## config.mk

```make
export PLATFORM = sky130hd
export DESIGN_NAME = sha3_hash_packer_flat
export DESIGN_NICKNAME = d
export VERILOG_FILES = /design/src/rtl/sha3_hash_packer_pkg.sv /design/src/rtl/sha3_hash_packer_if.sv /design/src/rtl/sha3_hash_packer_hash_slot.sv /design/src/rtl/sha3_hash_packer.sv /design/src/flat_wrapper.sv
export SDC_FILE = /design/constraint.sdc
export NUM_CORES = 1
export LEC_CHECK = 0
export BUFFER_PORTS_ARGS = -buffer_cell sky130_fd_sc_hd__buf_2
export CAP_MARGIN = 20
export CORE_MARGIN = 4
export CORE_UTILIZATION = 55
export CTS_BUF_LIST = sky130_fd_sc_hd__clkbuf_8
export DETAILED_ROUTE_END_ITERATION = 12
export PLACE_DENSITY = 0.82
export SETUP_SLACK_MARGIN = 0.5
export SYNTH_ARGS = -nofsm -noshare
export SYNTH_HDL_FRONTEND = slang
export SYNTH_SLANG_ARGS = --single-unit
```

## constraint.sdc

```tcl
create_clock -name clk -period 3.9 [get_ports clk]
set_clock_uncertainty 0.05 [all_clocks]
set_input_delay 0.39 -clock clk [delete_from_list [all_inputs] [get_ports clk]]
set_output_delay 0.39 -clock clk [all_outputs]
set_load 0.01 [all_outputs]
```

## src/rtl/sha3_hash_packer_pkg.sv

```systemverilog
// sha3_fifo_pkg: shared slot state encoding and counter-width helper for sha3_hash_packer.
package sha3_fifo_pkg;

    typedef enum logic [1:0] {EMPTY, FILLING, FULL, DRAINING} slot_state_t;

    function automatic int cnt_w(input int n);
        return (n <= 2) ? 1 : $clog2(n);
    endfunction

endpackage

```

## src/rtl/sha3_hash_packer_if.sv

```systemverilog
// sha3_hash_packer_if: input word bus, output FIFO bus and status of sha3_hash_packer.
// SHA3_PACKER_CNT_EN adds the hash_count signal.
interface sha3_hash_packer_if #(parameter int DIN_W = 64);
    logic             we_in;
    logic [DIN_W-1:0] din;
    logic             ready;
    logic             fifo_full;
    logic             fifo_we;
    logic [DIN_W-1:0] dout;
    logic             fifo_last;
    logic             busy;
`ifdef SHA3_PACKER_CNT_EN
    logic [31:0]      hash_count;
    modport slave (input we_in, din, fifo_full,
                   output ready, fifo_we, dout, fifo_last, busy, hash_count);
    modport master (output we_in, din, fifo_full,
                    input ready, fifo_we, dout, fifo_last, busy, hash_count);
`else
    modport slave (input we_in, din, fifo_full,
                   output ready, fifo_we, dout, fifo_last, busy);
    modport master (output we_in, din, fifo_full,
                    input ready, fifo_we, dout, fifo_last, busy);
`endif
endinterface

```

## src/rtl/sha3_hash_packer_hash_slot.sv

```systemverilog
// hash_slot: one ping-pong buffer slot holding a hash's lanes and its fill/drain state.
module hash_slot
    import sha3_fifo_pkg::*;
#(
    parameter int DIN_W = 64,
    parameter int WORDS = 4,
    localparam int CW   = cnt_w(WORDS)
) (
    input  logic                             clk,
    input  logic                             rst,
    input  logic                             load,
    input  logic                             last,
    input  logic [CW-1:0]                    lane,
    input  logic [DIN_W-1:0]                 din,
    input  logic                             drain,
    input  logic                             done,
    output slot_state_t                      state,
    output logic [(1<<CW)-1:0][DIN_W-1:0]    lanes
);

    always_ff @(posedge clk)
        if (load) lanes[lane] <= din;

    always_ff @(posedge clk)
        if (rst) state <= EMPTY;
        else     state <= done ? EMPTY : load ? (last ? FULL : FILLING) : drain ? DRAINING : state;

endmodule

```

## src/rtl/sha3_hash_packer.sv

```systemverilog
// sha3_hash_packer: collects WORDS input words per hash into a ping-pong buffer and drains them to a FIFO.
// Optional SHA3_PACKER_CNT_EN adds a 32-bit count of drained hashes.
module sha3_hash_packer
    import sha3_fifo_pkg::*;
#(
    parameter int DIN_W       = 64,
    parameter int WORDS       = 4,
    parameter int REVERSE_OUT = 1
) (
    input logic               clk,
    input logic               rst,
    sha3_hash_packer_if.slave bus
);

    localparam int CW = cnt_w(WORDS);
    localparam logic [CW-1:0] LAST = CW'(WORDS - 1);

    logic                          wp, rp;
    logic [CW-1:0]                 in_cnt, out_cnt, idx;
    logic                          acc, fill_last, drn, out_last;
    slot_state_t                   st [2];
    logic [(1<<CW)-1:0][DIN_W-1:0] lanes [2];

    for (genvar i = 0; i < 2; i++) begin : g_slot
        hash_slot #(.DIN_W(DIN_W), .WORDS(WORDS)) u_slot (
            .clk   (clk),
            .rst   (rst),
            .load  (acc && wp == 1'(i)),
            .last  (fill_last),
            .lane  (in_cnt),
            .din   (bus.din),
            .drain (drn && rp == 1'(i)),
            .done  (out_last && rp == 1'(i)),
            .state (st[i]),
            .lanes (lanes[i])
        );
    end

    always_comb begin
        bus.ready     = st[wp] == EMPTY || st[wp] == FILLING;
        acc           = bus.we_in && bus.ready;
        fill_last     = acc && in_cnt == LAST;
        drn           = (st[rp] == FULL || st[rp] == DRAINING) && !bus.fifo_full;
        out_last      = drn && out_cnt == LAST;
        idx           = (REVERSE_OUT != 0) ? LAST - out_cnt : out_cnt;
        bus.fifo_we   = drn;
        bus.dout      = drn ? lanes[rp][idx] : '0;
        bus.fifo_last = out_last;
        bus.busy      = st[0] != EMPTY || st[1] != EMPTY;
    end

    always_ff @(posedge clk) begin
        if (rst) begin
            wp      <= 1'b0;
            rp      <= 1'b0;
            in_cnt  <= '0;
            out_cnt <= '0;
        end else begin
            if (acc) begin
                in_cnt <= fill_last ? '0 : in_cnt + 1'b1;
                wp     <= wp ^ fill_last;
            end
            if (drn) begin
                out_cnt <= out_last ? '0 : out_cnt + 1'b1;
                rp      <= rp ^ out_last;
            end
        end
    end

`ifdef SHA3_PACKER_CNT_EN
    always_ff @(posedge clk)
        if (rst)           bus.hash_count <= '0;
        else if (out_last) bus.hash_count <= bus.hash_count + 1'b1;
`endif

endmodule
```

## src/flat_wrapper.sv

```systemverilog
// flat-port wrapper written by rule: the top's interface ports become plain ports
module sha3_hash_packer_flat import sha3_fifo_pkg::*;
#(
    parameter int DIN_W       = 64,
    parameter int WORDS       = 4,
    parameter int REVERSE_OUT = 1
)
  (clk, rst, bus_we_in, bus_din, bus_fifo_full, bus_ready, bus_fifo_we, bus_dout, bus_fifo_last, bus_busy);
  sha3_hash_packer_if #(.DIN_W(DIN_W)) bus_i ();
  input logic clk;
  input logic rst;
  input wire logic [$bits(bus_i.we_in)-1:0] bus_we_in;
  input wire logic [$bits(bus_i.din)-1:0] bus_din;
  input wire logic [$bits(bus_i.fifo_full)-1:0] bus_fifo_full;
  output wire logic [$bits(bus_i.ready)-1:0] bus_ready;
  output wire logic [$bits(bus_i.fifo_we)-1:0] bus_fifo_we;
  output wire logic [$bits(bus_i.dout)-1:0] bus_dout;
  output wire logic [$bits(bus_i.fifo_last)-1:0] bus_fifo_last;
  output wire logic [$bits(bus_i.busy)-1:0] bus_busy;
  assign bus_i.we_in = bus_we_in;
  assign bus_i.din = bus_din;
  assign bus_i.fifo_full = bus_fifo_full;
  assign bus_ready = bus_i.ready;
  assign bus_fifo_we = bus_i.fifo_we;
  assign bus_dout = bus_i.dout;
  assign bus_fifo_last = bus_i.fifo_last;
  assign bus_busy = bus_i.busy;
  sha3_hash_packer #(.DIN_W(DIN_W), .WORDS(WORDS), .REVERSE_OUT(REVERSE_OUT)) u_core (.clk(clk), .rst(rst), .bus(bus_i));
endmodule
```

==> run metrics, run 1 <==
PortBufs 135; Placement Cell Area 0.0209 sq mm; flops & latches, synth approximately 520; syn nets 887; Yosys warning total 0; worst slack, placed between 1000 and 1500 ps; critical path data required time 3460 ps; fin crit share 83.6%; Setup TNS 0 ps; Critical-path top delay cell dfxtp_4; Die Width 197 microns; GRT Util Overall approximately a fifth; Pre-Repair DR Iteration Count 5; final hold slack approximately 34 ps; Longest Clk Path Bufs 3; post-route ant nets 0; Leak Pwr 0.00755 uW; worst rel slew slack 33.6%; cells after synthesis 814; cell chain of the critical path buf_4 > mux4_2 > a22o_1 > buf_2; Peak VDD IR 0.247 mV; # IOs between 100 and 150; n_diodes 0; CP max stage delay 1000 ps; nets 1135; vias per std cell 5.94; Buf/Inv on CP 2; DRC viols 0; Routed WL 38600 microns; initial antenna violation count 1; row count around 70; initial core utilization 55.6%; achievable clock frequency a little over 300 MHz; Seq/Total Area, Yosys 79.2%; area grow syn2layout 16.2%; H-tree levels 3; CP top delay family flip-flops; Pwr Density 459 mW/mm^2; RePlAce Congestion 0.700; final setup fails 0; core area 0.0354 sq mm; CTS tree yes; dpl hpwl 20300 microns; outcome finished, final reports clean; mapped cell area 0.0197 sq mm; Post-CTS Setup Repair Bufs 0; final instance area about 0.023 sq mm; crit end category primary output; Reg clk slew, reported paths 60 ps; Worst-Skew Late Latency 590 ps; crit path launch type flip-flop; CP Class flip-flop to primary output; vias 9394; syn_area_per_cell about 24 sq um; Power, Total 10500 uW; min Tclk post-route ~3300 ps; CTS root buf clkbuf_8; CP max FO 67; TritonCTS Buffers 79; synth unique cells 30; RSZ-0062 raised after global routing no; Final Slew Violations 0; maximum number of pins on one net before global-route repair just under 70; Tightest Pin Transition 996 ps; number of global-route vias before repair 9992; max cap viols 0; Die ar. between 0.03 and 0.04 sq mm; Clock Sinks between 500 and 600; final hold violations 0; share of layout cells above drive strength 1 roughly a third; final worst slack 640 ps; wire per inst approximately 24 microns; hold crit path type primary input to flip-flop; first-pass GRT wire length 59400 microns; Die Height 197 microns; 1st-iter DRT viols approximately 840; total gr overflow 0; CP Data Arrival Time between 2000 and 3000 ps
-- power by group --
group          internal, uW  leakage, uW  total [uW]  switching, uW
logic                   132      0.00201         313            181
clock network          1930     0.000798        3880           1950
registers              6280      0.00473        6310           27.3
total                  8340      0.00755       10500           2160
-- stage by stage --
stage               util [%]  instances
global placement        59.2       1387
finish                  64.6       1582
global route            64.6       1582
floorplan                  -        814
CTS                     64.6       1582
detailed placement      59.2       1387
-- cells in the final DEF, fill, tap and decap left out, types with 2 or more instances in the layout --
master / netlist / final
nor2b_1: 2 / 2
buf_4: 0 / 14
inv_1: 6 / 33
nor3_1: 2 / 2
nand2_1: 2 / 2
o21ai_0: 5 / 5
dlygate4sd3_1: 0 / 55
buf_12: 0 / 6
dfxtp_1: 10 / 8
a31oi_1: 2 / 2
or4_1: 3 / 3
mux4_2: 128 / 128
edfxtp_1: 512 / 512
clkbuf_8: 0 / 81
a22o_1: 64 / 64
dfxtp_4: 0 / 2
buf_2: 19 / 135
clkinv_2: 0 / 11
nor3b_1: 3 / 2
and2_4: 0 / 7
ha_1: 5 / 5
a21oi_1: 6 / 6
clkinvlp_4: 0 / 4
and3b_1: 3 / 3
clkinv_1: 0 / 17
-- state kept, by name, indices dropped and copies added, names as in the netlist --
name and flops:
u_core.g_slot.u_slot.state 4, u_core.g_slot.u_slot.lanes 512, u_core.out_cnt 2, u_core.in_cnt 2
u_core.rp 1, u_core.wp 1
-- synth_stat cells --
| library cell | instances | area (sq um) |
|---|---|---|
| o21a_1 | 1 | 7.51 |
| a22o_1 | 64 | 561 |
| mux2i_4 | 1 | 22.5 |
| nor3b_1 | 3 | 22.5 |
| nor2_1 | 1 | 3.75 |
| a21oi_1 | 6 | 30.0 |
| nand3_1 | 1 | 5.00 |
| mux4_2 | 128 | 2880 |
| buf_2 | 19 | 95.1 |
| nor2b_1 | 2 | 12.5 |
| nand3b_1 | 1 | 7.51 |
| nor3_1 | 2 | 10.0 |
| buf_8 | 1 | 15.0 |
| and2_1 | 8 | 50.1 |
| a311o_1 | 1 | 10.0 |
| or4_1 | 3 | 22.5 |
| o21ai_0 | 5 | 25.0 |
| nand2_1 | 2 | 7.51 |
| and3b_1 | 3 | 26.3 |
| edfxtp_1 | 512 | 15400 |
| dfxtp_1 | 10 | 200 |
| inv_1 | 6 | 22.5 |
| mux2_2 | 1 | 11.3 |
| nor4_1 | 1 | 6.26 |
| a31oi_1 | 2 | 12.5 |
| clkbuf_1 | 14 | 52.6 |
| nor3_4 | 1 | 16.3 |
| buf_1 | 2 | 7.51 |
| buf_6 | 8 | 90.1 |
| ha_1 | 5 | 62.6 |
-- final timing paths --
check	startpoint	to	slack, ps	depth (start not counted)
max	u_core.out_cnt[0]	bus_dout[34]	640	4
min	bus_din[45]	u_core.g_slot[1].u_slot.lanes[173]	30	1
max reg2reg	u_core.g_slot[0].u_slot.state[1]	u_core.g_slot[0].u_slot.lanes[120]	1500	3
min reg2reg	u_core.in_cnt[0]	u_core.in_cnt[0]	490	2
-- routing by layer --
| metal | share of wire [%] | vias up | global-route usage, % |
|---|---|---|---|
| li1 | - | 4034 | - |
| met1 | 42 | 4938 | 29.5 |
| met2 | 50 | 361 | 31.7 |
| met3 | 6.5 | 59 | 4.14 |
| met4 | 1.7 | 2 | 5.60 |
| met5 | 0.034 | - | 0 |
-- cell families (layout without fill, tap and decap cells) --
logic type | Yosys count | in the layout | share of synthesized area [%]
muxes | 130 | 130 | 14.8
DFF | 522 | 522 | 79.2
AOI/OAI and AO/OA | 79 | 79 | 3.28
adders and majority gates | 5 | 5 | 0.318
and+or+nand+nor | 28 | 28 | 0.967
buffers and inverters | 50 | 357 | 1.44
-- worst register-to-register path, stage by stage, from the launching register on --
cell and delay (ps):
dfxtp_1 400, nor3b_1 620, and2_4 660, buf_12 340
-- final cells by class --
class                           instances  area (sq um)
Sequential cell                       522         15600
Fill cell                            2275         12500
Multi-Input combinational cell        242          3840
Timing Repair Buffer                  211          1480
Clock buffer                           81          1110
Tap cell                              461           577
Clock inverter                         59           249
Inverter                                6          23.8
-- repair_timing --
| item | in CTS | in global routing |
|---|---|---|
| hold endpoints to repair | 388 | 0 |
| endpoints found under the setup margin | 0 | 10 |
| hold buffers | 55 | 0 |
| gates resized for setup | 0 | 1 |
(Power assumes the default switching activity.)
==> run 2: changes to the inputs <==
==> constraint.sdc (replaced) <==
create_clock -name clk -period 3.1 [get_ports clk]
set_clock_uncertainty 0.05 [all_clocks]
set_input_delay 0.31 -clock clk [delete_from_list [all_inputs] [get_ports clk]]
set_output_delay 0.31 -clock clk [all_outputs]
set_load 0.01 [all_outputs]
==> run 2 against run 1 <==
Compared with the run above:
- via count is 5.7% higher
- wire length is 16% higher
- hold slack better by 100 ps
- register-to-register slack worse by 690 ps
- worst setup slack worse by 230 ps
- clock power is 36% higher
- flip-flop and latch count stayed put
- power is 30% higher
- sequential share of layout area is 3.5 points lower
- global-route usage is 2.5 points higher
- critical path type unchanged
==> run metrics, run 2 (synthesized netlist as in run 1, its figures left out) <==
final hold violations 0 (unchanged); outcome finished, final reports clean; Tightest Pin Transition 659 ps (-338 ps); fin crit share 86.9%; CP Data Arrival Time 2330 ps (-490 ps); Reg clk slew, reported paths 60 ps (about the same); initial core utilization 55.6% (unchanged); Clock Sinks 522 (unchanged); Pwr Density 566 mW/mm^2 (+23%); Hold Path Depth 3 (+2); most flop-heavy register u_core.g_slot.u_slot.lanes; Power, Total 13600 uW (+30%); share of layout cells above drive strength 1 37.2% (+2.1 points); number of global-route vias before repair 10500 (+4.6%); Largest regs u_core.g_slot.u_slot.lanes x512, u_core.g_slot.u_slot.state x4; # IOs 136 (unchanged); Pre-Repair DR Iteration Count 5 (unchanged); first-pass GRT wire length 64700 microns (+8.9%); Leak Pwr 0.00805 uW (+6.7%); H-tree levels 3 (unchanged); Final Slew Violations 0 (unchanged); most frequent cells in the layout edfxtp_1, mux4_2, buf_2, clkbuf_8, dlygate4sd3_1; DRC viols 0 (unchanged); Reg2Reg Depth 3 (unchanged); CTS root buf clkbuf_8; Die Width 197 microns (unchanged); initial antenna violation count 3 (+2); crit path launch type flip-flop; Longest Clk Path Bufs 3 (unchanged); vias per std cell 6.05 (+1.8%); achievable clock frequency 371 MHz; RSZ-0062 raised after global routing yes; max cap viols 0 (unchanged); RePlAce Congestion 0.763 (+9.0%); Placement Cell Area 0.0210 sq mm (+0.39%); crit end category primary output; Layout fillers 2161 (-5.0%); Peak VDD IR 0.290 mV (+17%); wire per inst 27.2 microns (+11%); nets 1192 (+5.0%); Worst-Skew Late Latency 610 ps (+20 ps); maximum number of pins on one net before global-route repair 67 (-1.5%); total gr overflow 0 (unchanged); Routed WL 44600 microns (+16%); CP Class flip-flop to primary output; final instance area 0.0241 sq mm (+5.4%); GRT Util Overall 22.6% (+2.5 points); dpl hpwl 20800 microns (+2.3%); Die ar. 0.0389 sq mm (unchanged); min Tclk post-route ~2700 ps; flop2flop setup slack 810 ps (-690 ps); Setup TNS 0 ps (unchanged); non-filler cells, final 1643 (+3.9%); worst rel slew slack 56.0% (+22 points); 1st-iter DRT viols 941 (+12%); PortBufs 135 (unchanged); number of instances in the placed design 1391 (+0.29%); CTS tree yes; Die Height 197 microns (unchanged); area grow syn2layout 22.4%; vias 9934 (+5.7%); Largest register FFs 512 (unchanged); post-route ant nets 0 (unchanged); hold crit path type primary input to flip-flop; row count 69 (unchanged); TritonCTS Buffers 81 (+2.5%); commonest non-fill, non-tap cell in the layout edfxtp_1; final setup fails 0 (unchanged); CP max FO 8 (-88%); core area 0.0354 sq mm (unchanged); critical path data required time 2740 ps (-720 ps)
run 2: changes by cell type in the layout (fill, tap and decap cells not counted), sizes merged:
cell         change
buf             +40
dlygate4sd3     +11
clkbuf           +6
clkinvlp         -1
clkinv           -1
diode            +2
inv              +1
bufinv           +3
run 2: per-layer routing:
layer	track usage, %	share of wire [%]	up-vias
met4	6.68	1.8	2
met3	6.52	8.9	67
met2	36.0	50	494
li1	-	-	4173
met1	31.3	39	5198
met5	0	0.016	-
run 2: per-stage QoR:
step           utilization (%)  hold WS (ps)  setup slack [ps]
2_1_floorplan                -           359               968
3_3_place_gp              59.4           445               575
3_5_place_dp              59.4           461               575
4_1_cts                   67.7          85.7               401
5_1_grt                   68.0           137               338
6_report                  68.0           135               405
run 2: path summary, 6_finish.rpt:
| path | startpoint | to |
|---|---|---|
| max | u_core.rp | bus_dout[34] |
| min | bus_fifo_full | u_core.out_cnt[0] |
| max reg2reg | u_core.g_slot[0].u_slot.state[1] | u_core.g_slot[0].u_slot.lanes[113] |
| min reg2reg | u_core.wp | u_core.wp |
run 2: cell type report:
type / instances / area, sq um / share of cell area [%]
inverters: 6 / 26.3 / 0.109
diodes: 2 / 5.00 / 0.0208
multi-input cells: 242 / 3840 / 16.0
repair buffers: 266 / 2570 / 10.7
clock inverters: 61 / 340 / 1.41
well taps: 461 / 577 / 2.39
flip-flops and latches: 522 / 15600 / 64.7
clock buffers: 83 / 1140 / 4.74
run 2: where the power goes:
part	switching (uW)	internal [uW]
clock	2520	2740
sequential	33.3	7900
combinational	247	186
total	2800	10800
run 2: repair_timing:
action / in CTS / in global routing
endpoints found under the setup margin: 64 / 64
gates cloned: 12 / 4
setup buffers: 23 / 1
hold endpoints to repair: 519 / 0
hold buffers: 66 / 0
pin swaps: 20 / 11
resized for setup: 35 / 7
run 2: critical path, stage by stage, from the launching register on:
cell,delay [ps]
dfxtp_4,390
buf_12,170
buf_12,120
buf_16,140
mux4_2,530
a22o_1,220
buf_2,140
